[config.mk]
export PLATFORM = sky130hd
export DESIGN_NAME = ram_arbiter
export DESIGN_NICKNAME = d
export VERILOG_FILES = /design/src/rtl/ram_arbiter_pkg.sv /design/src/rtl/ram_arbiter_rr_pick2.sv /design/src/rtl/ram_arbiter.sv
export SDC_FILE = /design/constraint.sdc
export NUM_CORES = 1
export LEC_CHECK = 0
export CORE_UTILIZATION = 40
export DETAILED_ROUTE_END_ITERATION = 8
export GPL_TIMING_DRIVEN = 0
export PLACE_DENSITY = 0.86
export SYNTH_ARGS = -nofsm -noshare
export SYNTH_HDL_FRONTEND = slang
export SYNTH_SLANG_ARGS = --single-unit
[constraint.sdc]
create_clock -name clk -period 3.6 [get_ports clk]
set_input_delay 0.36 -clock clk [delete_from_list [all_inputs] [get_ports clk]]
set_output_delay 0.36 -clock clk [all_outputs]
set_load 0.02 [all_outputs]
[src/rtl/ram_arbiter_pkg.sv]
// Shared definitions for the two-port RAM arbiter: default widths, FSM
// encoding and a helper mapping a port index to its lock state.
package ram_arb_pkg;

    localparam int AW_DEFAULT = 7;
    localparam int DW_DEFAULT = 32;
    localparam int CNT_W      = 8;

    typedef enum logic [1:0] {
        ST_IDLE  = 2'd0,
        ST_LOCK0 = 2'd1,
        ST_LOCK1 = 2'd2
    } arb_state_t;

    function automatic arb_state_t lock_state(input logic port);
        return port ? ST_LOCK1 : ST_LOCK0;
    endfunction

endpackage

[src/rtl/ram_arbiter_rr_pick2.sv]
// Two-way round-robin pick: a lone valid wins, a tie goes to the port
// selected by rr. Grant is one-hot or zero.
module rr_pick2 (
    input  logic [1:0] valid,
    input  logic       rr,
    output logic [1:0] grant
);

    assign grant[0] = valid[0] & (~valid[1] | ~rr);
    assign grant[1] = valid[1] & (~valid[0] |  rr);

endmodule

[src/rtl/ram_arbiter.sv]
// Two-requester arbiter in front of a single-port RAM with combinational
// read data; supports short bus locks bounded by LOCK_MAX cycles.
module ram_arbiter
    import ram_arb_pkg::*;
#(
    parameter int AW       = AW_DEFAULT,
    parameter int DW       = DW_DEFAULT,
    parameter int LOCK_MAX = 8
) (
    input  logic          clk,
    input  logic          rst_n,
    input  logic          req0_valid,
    input  logic          req0_we,
    input  logic          req0_lock,
    input  logic [AW-1:0] req0_addr,
    input  logic [DW-1:0] req0_wdata,
    input  logic          req1_valid,
    input  logic          req1_we,
    input  logic          req1_lock,
    input  logic [AW-1:0] req1_addr,
    input  logic [DW-1:0] req1_wdata,
    output logic          req0_ready,
    output logic          rsp0_valid,
    output logic [DW-1:0] rsp0_rdata,
    output logic          req1_ready,
    output logic          rsp1_valid,
    output logic [DW-1:0] rsp1_rdata,
    output logic [AW-1:0] ram_addr,
    output logic          ram_w,
    output logic          ram_r,
    output logic [DW-1:0] ram_wdata,
    input  logic [DW-1:0] ram_rdata
);

    localparam logic [CNT_W-1:0] LOCK_LAST = CNT_W'(LOCK_MAX - 1);

    logic [1:0]    valid_vec;
    logic [1:0]    we_vec;
    logic [1:0]    lock_vec;
    logic [AW-1:0] addr_vec  [2];
    logic [DW-1:0] wdata_vec [2];

    assign valid_vec    = {req1_valid, req0_valid};
    assign we_vec       = {req1_we, req0_we};
    assign lock_vec     = {req1_lock, req0_lock};
    assign addr_vec[0]  = req0_addr;
    assign addr_vec[1]  = req1_addr;
    assign wdata_vec[0] = req0_wdata;
    assign wdata_vec[1] = req1_wdata;

    arb_state_t       state_reg, state_next;
    logic             rr_reg, rr_next;
    logic [CNT_W-1:0] lock_cnt_reg, lock_cnt_next;

    logic [1:0] pick_grant;
    logic [1:0] ready_vec;
    logic       xfer_port;
    logic       lock_port;

    rr_pick2 u_pick (
        .valid (valid_vec),
        .rr    (rr_reg),
        .grant (pick_grant)
    );

    // State register
    always_ff @(posedge clk or negedge rst_n) begin
        if (!rst_n) begin
            state_reg    <= ST_IDLE;
            rr_reg       <= 1'b0;
            lock_cnt_reg <= '0;
        end else begin
            state_reg    <= state_next;
            rr_reg       <= rr_next;
            lock_cnt_reg <= lock_cnt_next;
        end
    end

    // Next-state logic; a ready implies a transfer since ready needs valid
    assign xfer_port = ready_vec[1];
    assign lock_port = (state_reg == ST_LOCK1);

    always_comb begin
        state_next    = state_reg;
        rr_next       = rr_reg;
        lock_cnt_next = lock_cnt_reg;
        case (state_reg)
            ST_IDLE: begin
                if (|ready_vec) begin
                    if (lock_vec[xfer_port]) begin
                        state_next    = lock_state(xfer_port);
                        lock_cnt_next = '0;
                    end else begin
                        rr_next = ~xfer_port;
                    end
                end
            end
            ST_LOCK0, ST_LOCK1: begin
                lock_cnt_next = lock_cnt_reg + CNT_W'(1);
                // Forced release goes straight to IDLE even if lock is still asserted
                if ((lock_cnt_reg == LOCK_LAST) ||
                    (ready_vec[lock_port] && !lock_vec[lock_port])) begin
                    state_next    = ST_IDLE;
                    rr_next       = ~lock_port;
                    lock_cnt_next = '0;
                end
            end
            default: begin
                state_next    = ST_IDLE;
                lock_cnt_next = '0;
            end
        endcase
    end

    // Output logic: readies and RAM strobes, all held low during reset
    always_comb begin
        ready_vec = 2'b00;
        ram_addr  = '0;
        ram_wdata = '0;
        ram_w     = 1'b0;
        ram_r     = 1'b0;
        if (rst_n) begin
            case (state_reg)
                ST_IDLE:  ready_vec = pick_grant;
                ST_LOCK0: ready_vec = {1'b0, valid_vec[0]};
                ST_LOCK1: ready_vec = {valid_vec[1], 1'b0};
                default:  ready_vec = 2'b00;
            endcase
        end
        if (|ready_vec) begin
            ram_addr  = addr_vec[xfer_port];
            ram_wdata = wdata_vec[xfer_port];
            ram_w     = we_vec[xfer_port];
            ram_r     = ~we_vec[xfer_port];
        end
    end

    assign req0_ready = ready_vec[0];
    assign req1_ready = ready_vec[1];

    logic          rsp_valid_reg [2];
    logic [DW-1:0] rsp_rdata_reg [2];

    generate
        for (genvar gi = 0; gi < 2; gi++) begin : g_rsp
            always_ff @(posedge clk or negedge rst_n) begin
                if (!rst_n) begin
                    rsp_valid_reg[gi] <= 1'b0;
                    rsp_rdata_reg[gi] <= '0;
                end else begin
                    rsp_valid_reg[gi] <= ready_vec[gi] & ~we_vec[gi];
                    if (ready_vec[gi] && !we_vec[gi]) begin
                        rsp_rdata_reg[gi] <= ram_rdata;
                    end
                end
            end
        end
    endgenerate

    assign rsp0_valid = rsp_valid_reg[0];
    assign rsp0_rdata = rsp_rdata_reg[0];
    assign rsp1_valid = rsp_valid_reg[1];
    assign rsp1_rdata = rsp_rdata_reg[1];

endmodule

* Word-level counts from Yosys, hierarchy flattened
Cells that the tools add are included.
** Cells by class
- $add $sub $neg :: 1
- Magnitude comparators :: 3
- Equality and inequality tests :: 7
- Muxes and demuxes :: 33
- Bitwise logic cells :: 15
- Reductions and logical operators :: 14
** Operator list (count)
- $mux W32 :: 4
- $mux W7 :: 4
- $mux W8 :: 3
- $pmux W8 S2 :: 1
- $mux W1 :: 13
- $mux W2 :: 5
- $add A8 B1 Y8 const B :: 1
- $eq A8 B3 Y1 const B :: 1
- $ne A2 B2 Y1 const B :: 4
- $not A1 Y1 :: 8
- $pmux W2 S3 :: 1
- $and A1 B1 Y1 :: 4
- $lt A1 B2 Y1 const B :: 2
- $pmux W2 S2 :: 1
- $reduce_and A4 Y1 :: 1
- $reduce_or A2 Y1 :: 2
- $logic_and A1 B1 Y1 :: 3
- $logic_not A1 Y1 :: 3
- $reduce_and A3 Y1 :: 1
- $eq A2 B1 Y1 const B :: 1
- $eq A2 B2 Y1 const B :: 1
- $ge A2 B2 Y1 const B :: 1
- $logic_not A2 Y1 :: 1
- $not A1 Y2 :: 1
- other kinds (5) :: 6
** Word-level totals
- Bits in registers :: 77
- Bits of input ports :: 118
- Output and inout port bits :: 109
- Word-level logic and storage cells :: 80

* Logic depth before layout (Yosys ltp)
- Depth in word-level cells :: 11
- Mapped depth :: 9

* By module
Synthesis repeated with hierarchy kept, for this count alone.
** Unflattened totals
- Cell total of the unflattened synthesis :: 267
- Area, all modules :: 3577.2 µm²
** Modules (own cells, without submodules)
- ram_arbiter :: instances 1, cells an instance 264, area each 3558.4 µm², seq. area each 1926.8 µm²
- rr_pick2 :: instances 1, cells an instance 3, area each 18.8 µm², seq. area each 0.0 µm²

* Least setup slack after synthesis
Ideal clock, no wire load.
- Path kind :: register to output
- Start :: reg state_reg[0]
- End :: out ram_r
- Arrival time :: 1.954 ns
- Data required time :: 3.240 ns
- Slack :: 1.286 ns
- Cell stages (with the launch flop) :: 10
- Buffers on the path :: 2
- Cell sequence :: dfrtp_1 > inv_1 > ha_1 > a21boi_0 > o21ai_2 > inv_1 > nand2b_1 > clkbuf_1 > buf_2 > o21bai_1
** RTL lines
- start: declaration :: RTL line ram_arbiter.sv:51 : arb_state_t state_reg, state_next;
- start signal: assignment :: RTL line ram_arbiter.sv:73 : state_reg <= state_next;
- $eq A2 B2 Y1 (tied with other cells) :: RTL line ram_arbiter.sv:123 : case (state_reg)
- $pmux W2 S3 * :: RTL line ram_arbiter.sv:123
- $mux W2 * :: RTL line ram_arbiter.sv:122 : if (rst_n) begin
- named net req0_ready :: RTL line ram_arbiter.sv:22 : output logic req0_ready,
- $reduce_or A2 Y1 * :: RTL line ram_arbiter.sv:130 : if (|ready_vec) begin
- $mux W1 * :: RTL line ram_arbiter.sv:130
- end: declaration :: RTL line ram_arbiter.sv:30 : output logic ram_r,
The timed path passes the listed nets; every way through them passes the cells marked *. The select of a mux whose other input is x is not followed.

* Final worst setup path
- Start :: reg state_reg[0]
- End :: out ram_r
** On the way
- Word-level cells in the longest chain between the ends :: 7
** RTL lines
- $eq A2 B2 Y1 (tied with other cells) :: RTL line ram_arbiter.sv:123
- $pmux W2 S3 * :: RTL line ram_arbiter.sv:123
- $mux W2 * :: RTL line ram_arbiter.sv:122
- $mux W1 (not written as such) (2 in series) :: RTL line ram_arbiter.sv:134 : ram_r = ~we_vec[xfer_port];
- $not A1 Y1 :: RTL line ram_arbiter.sv:134
- $mux W1 * :: RTL line ram_arbiter.sv:130
Every way passes the cells marked *; elsewhere a longest branch is shown, timed or not. The select of a mux whose other input is x is not followed.

==> run summary <==
Status -> finished with violations
Failing checks -> design-rule violations
Routed via count -> 3,287
Synth cell types -> 40
Max frequency -> 0.294 GHz
Gate Count Post-Synth -> 275
Overall power -> 5.00 mW
WP data required -> 3.24 ns
Most area-consuming cells after synthesis -> dfrtp_1, mux2_2, a22o_1, ha_1, a221o_1
Placer Congestion -> 0.863
Detailed placer's ending HPWL -> 8890 um
Layout Skew -> 0.00899 ns
CTS H-tree depth -> 3
Crit-path max FO -> 10
Area grow syn2layout -> 72.8%
Area of the die -> 0.00957 mm^2
Top cell type by total area after synthesis -> dfrtp_1
Initial drt markers -> 115
Leakage -> 2.69 nW
Final ANT Viol Nets -> 0
Total number of yosys warnings -> 0
Router iterations before antenna repair -> 8
Clock-pin slew on the worst setup and hold paths -> 0.08 ns
CTS tree -> built
DR vias/cell -> 5.23
Total CTS buffers -> 9
Initial Util -> 41.7%
Largest net degree at the start of global routing -> 42
Final min period -> 3.41 ns
Max_slew headroom -> 70.1%
# port buffers -> 226
Share of cells above drive strength 1 -> 21.3%
Peak VDD IR -> 0.000546 V
Placed cells -> 610
Setup TNS -> 0 ns
Drt wl/cell -> 17.7 um
Latest clock arrival within the worst-skew pair -> 0.34 ns
Global-route usage over all layers -> 23.6%
DRC Markers -> 36
PwrDens -> 788 mW/mm^2
Post-synth top area share -> 52.5%
Initial antenna violation count -> 0
Worst slew pin tran -> 0.448 ns
Die Span X -> 97.8 um
Synth Net Count -> 399
Type of origin of the critical path -> flip-flop
Final count of pins violating max slew -> 0
Routed WL -> 11,100 um
Sequential share of the synthesized area -> 52.5%
Final Hold Viols -> 0
# fillers -> 625
Worst Hold Class -> in -> async
Row cnt -> 34
Synth Register Bits -> 77
Syn Area/Cell -> 13.4 um^2
Vias in the first global route -> 3,507
GR Overflow Total -> 0
Root Driver -> clkbuf_8
WP data arrival -> 3.05 ns
Finished Layout Cells -> 628
Mapped cell area -> 0.00367 mm^2
Die Ht -> 97.8 um
Post-CTS Setup Inserts -> 0
IO Pins -> 227
First-pass GRT wire length -> 17,600 um
Final period utilization -> 94.6%
Clk sink count -> 77
Diode count -> 0
Worst Setup End Kind -> output pin
CP Class -> reg -> out
Max-cap viol count -> 0
Max Root-Sink Buffers -> 2
# setup viols final -> 0
Core Area -> 0.00881 mm^2
Final nets -> 640
logic make-up (layout without fill, tap and decap cells):
group	count (synthesis)	after routing	synth area share, %
buffers and inverters	23	268	2.86
AND/OR/NAND/NOR	36	36	5.48
flip-flops	77	77	52.5
AO/OA/AOI/OAI	65	65	16.4
multiplexers	68	68	20.7
adder cells (fa/ha/maj)	6	6	2.04
worst paths after layout:
path,from,to,slack (ns),cells after the start
setup / recovery,state_reg[0],ram_r,0.19,10
hold / removal,rst_n,rsp1_rdata[13],0.06,3
setup reg to reg,state_reg[0],rsp0_rdata[25],1.06,9
hold reg to reg,rsp1_rdata[3],rsp1_rdata[3],0.51,1
max in group asynchronous,rst_n,lock_cnt_reg[7],3.32,3
min in group clk,rsp1_rdata[3],rsp1_rdata[3],0.51,1
timing repair:
item,4_1_cts,5_1_grt
hold endpoints to repair,36,0
hold buffers,3,0
setup endpoints to repair,0,11
gates resized for setup,0,6
final cells by class:
cell class | count | area, um^2 | share of cell area, %
buffer | 16 | 81.3 | 1.28
tap | 108 | 135 | 2.13
inverter | 7 | 26.3 | 0.414
multi-input combinational | 175 | 1650 | 26.0
sequential | 77 | 1930 | 30.4
clock inverter | 6 | 62.6 | 0.986
clock buffer | 9 | 124 | 1.95
timing repair buffer | 230 | 2340 | 36.9
through the flow:
| stage | utilization [%] | setup slack (ns) | instance area [um^2] | hold slack, ns |
|---|---|---|---|---|
| floorplan | - | 1.29 | 3670 | 0.0644 |
| global placement | 68.9 | -2.81 | 6070 | 0.487 |
| detailed placement | 69.1 | 0.0496 | 6090 | 0.349 |
| CTS | 71.9 | 0.111 | 6330 | 0.0500 |
| global route | 72.1 | -0.000535 | 6350 | 0.0701 |
| finish | 72.1 | 0.195 | 6350 | 0.0573 |
power by group:
group / internal, mW / switching, mW / total [mW]
combinational: 1.51 / 1.40 / 2.91
sequential: 1.26 / 0.209 / 1.47
clock: 0.316 / 0.309 / 0.625
per-layer routing:
metal | wire length, um | global-route usage, % | up-vias | share of wire, %
met2 | 5990 | 44.0 | 135 | 54
met1 | 4020 | 24.3 | 1611 | 36
met4 | 300 | 10.4 | 0 | 2.7
li1 | - | - | 1519 | -
met3 | 813 | 6.66 | 22 | 7.3
met5 | 0 | 0 | - | 0
critical path: stages (launching register included):
cell             delay, ns
dfrtp_1               0.38
inv_1                 0.10
ha_1                  0.23
a21boi_0              0.16
o21ai_2               0.27
inv_1                 0.13
nand2b_1              0.09
clkbuf_1              0.35
buf_2                 0.35
o21bai_1              0.09
clkdlybuf4s50_1       0.56
synthesized netlist by cell type, drive strengths merged:
library cell / instances
ha: 6
a211oi: 1
o31a: 2
nand3: 3
and2: 1
nor3: 1
o21a: 1
nor2: 8
a21boi: 1
buf: 10
inv: 7
nand2: 6
a221o: 6
nor2b: 2
nor3b: 1
or2: 2
o211a: 1
and3: 5
a22o: 41
a21oi: 3
o211ai: 1
clkbuf: 6
nand3b: 2
mux2i: 3
o311a: 1
dfrtp: 77
or4: 1
o31ai: 1
o221ai: 1
o311ai: 1
and3b: 2
mux2: 65
nand2b: 2
o21ai: 3
o21bai: 1
layout by cell type, fill, tap and decap left out, types with 2 or more instances in the layout:
cell type and instances:
and3_1 5, inv_1 7, nand3b_1 2, nor2b_1 2, mux2_2 65, o21ai_0 2
clkdlybuf4s50_1 225, a22o_1 41, nand2b_1 2, nand2_1 6, nor2_1 7, buf_2 9
clkbuf_2 2, clkbuf_8 9, mux2i_1 3, clkinv_2 3, a21oi_2 2, ha_1 6
clkbuf_1 4, dfrtp_1 77, nand3_1 3, a221o_1 6, or2_2 2, buf_12 4
Note: power is estimated with default switching activity, not from simulation.
==> patch: new RTL, config.mk and constraints unchanged <==
Re-encode `arb_state_t` (3 states) as one-hot, 3 bits wide.
--- a/src/rtl/ram_arbiter_pkg.sv
+++ b/src/rtl/ram_arbiter_pkg.sv
@@ -8,6 +8,6 @@
 
-    typedef enum logic [1:0] {
-        ST_IDLE  = 2'd0,
-        ST_LOCK0 = 2'd1,
-        ST_LOCK1 = 2'd2
+    typedef enum logic [2:0] {
+        ST_IDLE  = 3'b001,
+        ST_LOCK0 = 3'b010,
+        ST_LOCK1 = 3'b100
     } arb_state_t;
Behaviour: same outputs for any inputs over 4 cycles, from zero or initial values and one cycle with rst_n low; so few cycles prove little.
==> patch against the unedited design <==
Combinational power down 5%; power down 1.2%; critical endpoint is now ram_wdata[4]; design area grew 2.7%; synthesized area increased by 4.8%; routed wire length rose by 11%; sequential share of layout area down 0.39 points; via count grew 12%; sequential cell count grew 1; worst setup slack improved by 0.17 ns.
==> patch: results (changes against the unedited design) <==
logic_synthesis:
  synthTopCellsByCount: "82 x nand2_1, 77 x dfrtp_1, 67 x mux2_2"
  postSynthCellCount: 360  # +31%
  synth.area.top_cells: "dfrtp_1 50%, mux2_2 20%, nand2_1 8.0%"
  synth_cell_types: 44  # +10%
  syn_nets: 479  # +20%
  seq_area_frac_synth_pct: 50.7  # -1.7 points
drt:
  wirelength_um: 12300  # +11%
  drt-vias-per-instance: 5.02  # -4.0%
  route.vias.total: 3678  # +12%
  drt_iter0_markers: 185  # +61%
  firstDrtPassIters: 4  # -4
sta:
  skew_ns: 0.00798  # -0.00100 ns
  worst_pin_slew_ns: 0.528  # +0.0793 ns
  fin_hold_ws_ns: 0.0160  # -0.0413 ns
global_routing:
  grt_max_degree: 75  # +79%
  grt_pass1_vias: 3891  # +11%
  grt_pass1_wl_um: 19100  # +8.5%
  grt_usage_pct: 24.7  # +1.1 points
setup_path:
  reg2reg_depth: 5  # -4
  crit_fanout: 10  # unchanged
  setup.worst_path.start: "state_reg[0]"
  arrival_ns: 2.87  # -0.18 ns
  r2r_slack_ns: 1.40  # +0.34 ns
clocking:
  path_clk_slew_ns: 0.08  # about the same
  hold_buffers: 1  # -2
  cts_setup_buffers: 0  # unchanged
  postCtsResizedCells: 0  # unchanged
  clkLatencyLatePin_ns: 0.34  # about the same
outcome:
  status: "completed"
placement:
  gp_congestion: 0.805  # -6.7%
  dp_cells: 716  # +17%
  place_hpwl_um: 9350  # +5.1%
power_and_ir_drop:
  power.leakage_nw: 2.72  # +0.93%
  ir_worst_vdd_mv: 0.570  # +4.4%
finish:
  num-fill-cells: 647  # +3.5%
  drive_above_1_share_pct: 18.6  # -2.8 points
  num_antenna_cells: 0  # unchanged
[patch: cell count changes after synthesis, moves of 3 or more]
| cell | unedited run | this run |
|---|---|---|
| buf_4 | 0 | 3 |
| inv_1 | 7 | 1 |
| buf_2 | 9 | 12 |
| ha_1 | 6 | 1 |
| a21oi_1 | 0 | 39 |
| nand3b_1 | 2 | 7 |
| a31oi_1 | 0 | 10 |
| nand2_1 | 6 | 82 |
| a221o_1 | 6 | 0 |
| a22o_1 | 41 | 2 |
[patch: cells by family (layout without fill, tap and decap cells)]
family	Yosys count	after routing	share of synthesized area, %
xor+xnor	2	2	0.455
fa+ha+maj	1	1	0.325
buf+inv	23	266	3.12
simple gates	126	126	15.8
compound gates	61	61	9.33
flops	78	78	50.7
mux	69	69	20.2
[patch: area by class of cell]
cell class                      count  area share (%)
Multi-Input combinational cell    259            27.3
Sequential cell                    78            30.0
Clock buffer                       12            2.53
Timing Repair Buffer              228            35.3
Clock inverter                      3           0.653
Buffer                             22            1.79
Inverter                            1          0.0576
Tap cell                          129            2.48
[patch: worst paths after layout]
kind | endpoint
worst max-delay path | ram_wdata[4]
worst min-delay path | rsp0_rdata[9]
worst max register to register | rsp0_rdata[24]
worst min register to register | rsp0_rdata[31]
max in group asynchronous | rsp0_rdata[5]
min in group clk | rsp0_rdata[31]
[patch: worst max-delay path, stage by stage, from the launching register on]
cell and delay [ns]:
dfstp_2 0.60, or2b_1 0.27, o21ai_2 0.18, nand2_2 0.16
inv_1 0.16, buf_2 0.23, nand2_1 0.07, a21oi_1 0.21
clkdlybuf4s50_1 0.66
[patch: per-stage QoR]
step	utilization, %	instance area (um^2)	setup slack, ns	power [mW]
global route	70.2	6520	0.194	5.20
global placement	67.6	6270	-2.38	4.17
detailed placement	67.8	6300	0.362	4.25
finish	70.2	6520	0.366	4.94
CTS	70.2	6520	0.329	4.97
floorplan	-	3850	1.38	2.92
[patch: metal layers]
layer	up-vias	wire length [um]	GRT usage (%)
met5	-	0	0
met4	0	213	8.25
met3	19	1230	9.33
met2	177	6140	43.8
met1	1754	4730	27.2
li1	1728	-	-
[patch: where the power goes]
group / total [mW] / internal (mW) / switching, mW / leakage, nW
logic: 2.76 / 1.40 / 1.36 / 1.65
registers: 1.50 / 1.27 / 0.224 / 0.963
clock network: 0.685 / 0.373 / 0.312 / 0.104
total: 4.94 / 3.04 / 1.90 / 2.72
